**src/rtl/counter_rca.sv**
```systemverilog
// Up/down counter whose next-count path is a ripple chain of single-bit full adders,
// with load/clear/enable control, wrap-or-saturate limits, terminal-count pulse and sticky overflow.

module fadder (
  input  logic a_i,
  input  logic b_i,
  input  logic c_i,
  output logic s_o,
  output logic c_o
);

  assign s_o = a_i ^ b_i ^ c_i;
  assign c_o = (a_i & b_i) | (c_i & (a_i ^ b_i));

endmodule

module counter_rca #(
  parameter int unsigned WIDTH    = 4,
  parameter bit          SATURATE = 1'b0
) (
  input  logic             clk_i,
  input  logic             rst_i,
  input  logic             clr_i,
  input  logic             load_i,
  input  logic [WIDTH-1:0] load_val_i,
  input  logic             en_i,
  input  logic             up_i,
  output logic [WIDTH-1:0] cnt_o,
  output logic             tc_o,
  output logic             ovf_o,
  output logic             zero_o
);

  logic [WIDTH-1:0] cnt_q, cnt_d;
  logic             tc_q, tc_d;
  logic             ovf_q, ovf_d;
  logic [WIDTH-1:0] sum;
  logic [WIDTH:0]   carry;
  logic             at_limit;

  // Up adds 0 with carry-in 1; down adds all-ones with carry-in 0 (i.e. subtract one).
  assign carry[0] = up_i;

  for (genvar k = 0; k < WIDTH; k++) begin : g_chain
    fadder u_fa (
      .a_i (cnt_q[k]),
      .b_i (~up_i),
      .c_i (carry[k]),
      .s_o (sum[k]),
      .c_o (carry[k+1])
    );
  end

  // Carry-out set going up means we were all ones; clear going down means we were zero.
  assign at_limit = up_i ? carry[WIDTH] : ~carry[WIDTH];

  always_comb begin
    cnt_d = cnt_q;
    tc_d  = 1'b0;
    ovf_d = ovf_q;
    if (clr_i) begin
      cnt_d = '0;
      ovf_d = 1'b0;
    end else if (load_i) begin
      cnt_d = load_val_i;
    end else if (en_i) begin
      if (at_limit) begin
        tc_d  = 1'b1;
        ovf_d = 1'b1;
        if (!SATURATE) begin
          cnt_d = sum;
        end
      end else begin
        cnt_d = sum;
      end
    end
  end

  always_ff @(posedge clk_i) begin
    if (rst_i) begin
      cnt_q <= '0;
      tc_q  <= 1'b0;
      ovf_q <= 1'b0;
    end else begin
      cnt_q <= cnt_d;
      tc_q  <= tc_d;
      ovf_q <= ovf_d;
    end
  end

  assign cnt_o  = cnt_q;
  assign tc_o   = tc_q;
  assign ovf_o  = ovf_q;
  assign zero_o = (cnt_q == '0);

endmodule

```
**config.mk**
```make
export PLATFORM = sky130hd
export DESIGN_NAME = counter_rca
export DESIGN_NICKNAME = d
export VERILOG_FILES = /design/src/rtl/counter_rca.sv
export SDC_FILE = /design/constraint.sdc
export NUM_CORES = 1
export LEC_CHECK = 0
export ABC_AREA = 1
export BUFFER_PORTS_ARGS = -buffer_cell sky130_fd_sc_hd__buf_2
export CAP_MARGIN = 15
export CORE_AREA = 2 2 39 41
export DETAILED_ROUTE_END_ITERATION = 10
export DIE_AREA = 0 0 41 43
export GPL_TIMING_DRIVEN = 1
export SYNTH_ARGS = -nofsm -noshare
export SYNTH_HDL_FRONTEND = slang
export SYNTH_HIERARCHICAL = 1
export SYNTH_SLANG_ARGS = --single-unit
```
**constraint.sdc**
```tcl
create_clock -name clk_i -period 5.1 [get_ports clk_i]
set_input_delay 0.51 -clock clk_i [delete_from_list [all_inputs] [get_ports clk_i]]
set_output_delay 0.51 -clock clk_i [all_outputs]
set_load 0.02 [all_outputs]
```
==> metrics.csv <==
metric,value,unit
outcome,finished clean,
critical_path_required,5.28,ns
placed_area,454,um2
antenna_found_initial,0,
dr.pass1.iters,4,
r2r_cells,8,
cts_buffer_depth,2,
hold_end,ovf_o,
setup_tns,0,ns
arrival,2.69,ns
initial_utilization,25.6,%
worstSetupEndpointType,flip-flop,
crit_type,in -> reg,
clockPowerShare,34.7,%
drive_above_1_share,29.2,%
regArea,120,um2
synth.distinct_cells,9,
hold_depth,2,
finalMaxSlewViolations,0,
final_util,34.4,%
finalCritPeriodShare,49.2,%
via_count,359,
routed_wl,752,um
maxCapViolCount,0,
layout_commonest_cell,buf_2,
seq_area_frac_synth,33.9,%
worstHoldStart,ovf_o,
grt_setup_unrepaired,false,
core,1380,um2
p_int,0.0866,mW
yosys_warnings,6,
tightest_slew,0.357,ns
place.gp.congestion,0.781,
hold_buffers,0,
worstPathMaxFanout,4,
clkTransAtPathRegs,0.04,ns
cts_tree,done,
clock-sinks,6,
seqPwrFrac,42.9,%
r2r_end,cnt_o[3],
grt_first_pass_wirelength,1340,um
reg2reg_slack,2.75,ns
max_slew_margin,76.1,%
diodes,0,
syn_to_final_growth,34.6,%
syn_nets,60,
start_kind,input pin,
grt_max_degree,8,
cts_max_level,1,
ant_nets,0,
clock_latency,0.24,ns
vdd_drop_max,141,uV
min_period,2.51,ns
cts_resized,0,
die-width,41,um
io_buffers,16,
drc,0,
skew,0.00102,ns
syn_inst,46,
postSynthAreaPerCell,7.70,um2
ys_ff_latch,6,
p_sw,0.0325,mW
max_freq,399,MHz
multi_input_area,208,um2
leakagePower,0.276,nW
final_cell_mix,"buf_2 (16), nand2_1 (14), nand3_1 (8)",
p_per_area,250,nW/um2
clockRootBuffer,clkbuf_4,
overflow,0,
fin_nets,81,
setup-violations-final,0,
hold_path.class,reg -> reg,
viasPerCell,4.43,
die_area,1760,um2
whs,0.457,ns
cts_buffers,3,
fillers,144,
combPwrFrac,22.4,%
r2r_start,cnt_o[0],
stdcell_area,477,um2
fp.dieH,43,um
placement_rows,14,
first_iter_violations,4,
avgRoutedWirePerCell,9.28,um
hold_violations,0,
ioPinCount,17,
hpwl,649,um
track_usage,11.1,%
first_global_vias,345,
power.total,0.119,mW
swShare,27.3,%
netlist_area,354,um2
post_cts_buffers,0,
==> worst max-delay path by stage <==
stage               startpoint  endpoint  slack (ns)  depth (start not counted)
detailed placement        up_i  cnt_o[3]        2.33                         10
global route              up_i     ovf_o        2.43                          8
floorplan                 up_i  cnt_o[3]        2.55                          9
finish                    up_i  cnt_o[3]        2.59                         10
global placement          up_i     ovf_o        2.34                          8
CTS                       up_i  cnt_o[3]        2.58                         10
==> state kept, by name (all words and copies together), names as in the netlist <==
name / cells
ovf_o: 1
tc_o: 1
cnt_o: 4
==> worst max-delay path, cell delays in order <==
cell and delay, ns:
buf_2 0.12, inv_1 0.12, fa_1 0.42, fa_1 0.39
fa_1 0.39, fa_1 0.49, nand3_1 0.08, nand3_1 0.08
nand2_1 0.05, inv_1 0.05
==> metal layers <==
metal	wire (um)	GRT usage (%)	share of wire [%]	vias to the layer above
li1	-	-	-	181
met5	0	0	0	-
met3	69	4.71	9.2	0
met2	362	17.2	48	16
met1	320	14.0	43	162
met4	0	2.00	0	0
==> power groups by stage <==
| stage | clock network (mW) | registers [mW] | logic (mW) |
|---|---|---|---|
| after global placement | 0 | 0.0522 | 0.0266 |
| after detailed placement | 0 | 0.0521 | 0.0270 |
| final | 0.0413 | 0.0511 | 0.0267 |
| after global routing | 0.0468 | 0.0515 | 0.0304 |
| after CTS | 0.0442 | 0.0513 | 0.0271 |
| after floorplan | 0 | 0.0539 | 0.0142 |
==> area by class of cell <==
class	instances	area share [%]
Sequential cell	6	25.2
Multi-Input combinational cell	33	43.6
Tap cell	16	4.20
Inverter	7	5.51
Clock buffer	3	4.72
Timing Repair Buffer	16	16.8
==> stage by stage <==
stage	cells	setup slack, ns
after detailed placement	78	2.33
after global placement	78	2.34
after floorplan	46	2.55
after global routing	81	2.43
final	81	2.59
after CTS	81	2.58
==> cell families (layout without fill, tap and decap cells) <==
group | Yosys count | count (layout) | share of synthesized area [%]
and+or+nand+nor | 27 | 27 | 32.2
buffers and inverters | 7 | 26 | 7.42
DFF | 6 | 6 | 33.9
adders and majority gates | 4 | 4 | 22.6
AOI/OAI and AO/OA | 1 | 1 | 1.41
xor gates and xnor gates | 1 | 1 | 2.47
==> synthesized netlist by cell type (all sizes together) <==
| cell type | number | share of area, % |
|---|---|---|
| nor4 | 1 | 1.8 |
| fa | 4 | 23 |
| nand2 | 14 | 15 |
| nor2 | 4 | 4.2 |
| inv | 7 | 7.4 |
| xor2 | 1 | 2.5 |
| o21ai | 1 | 1.4 |
| dfxtp | 6 | 34 |
| nand3 | 8 | 11 |
(Power assumes the default switching activity.)
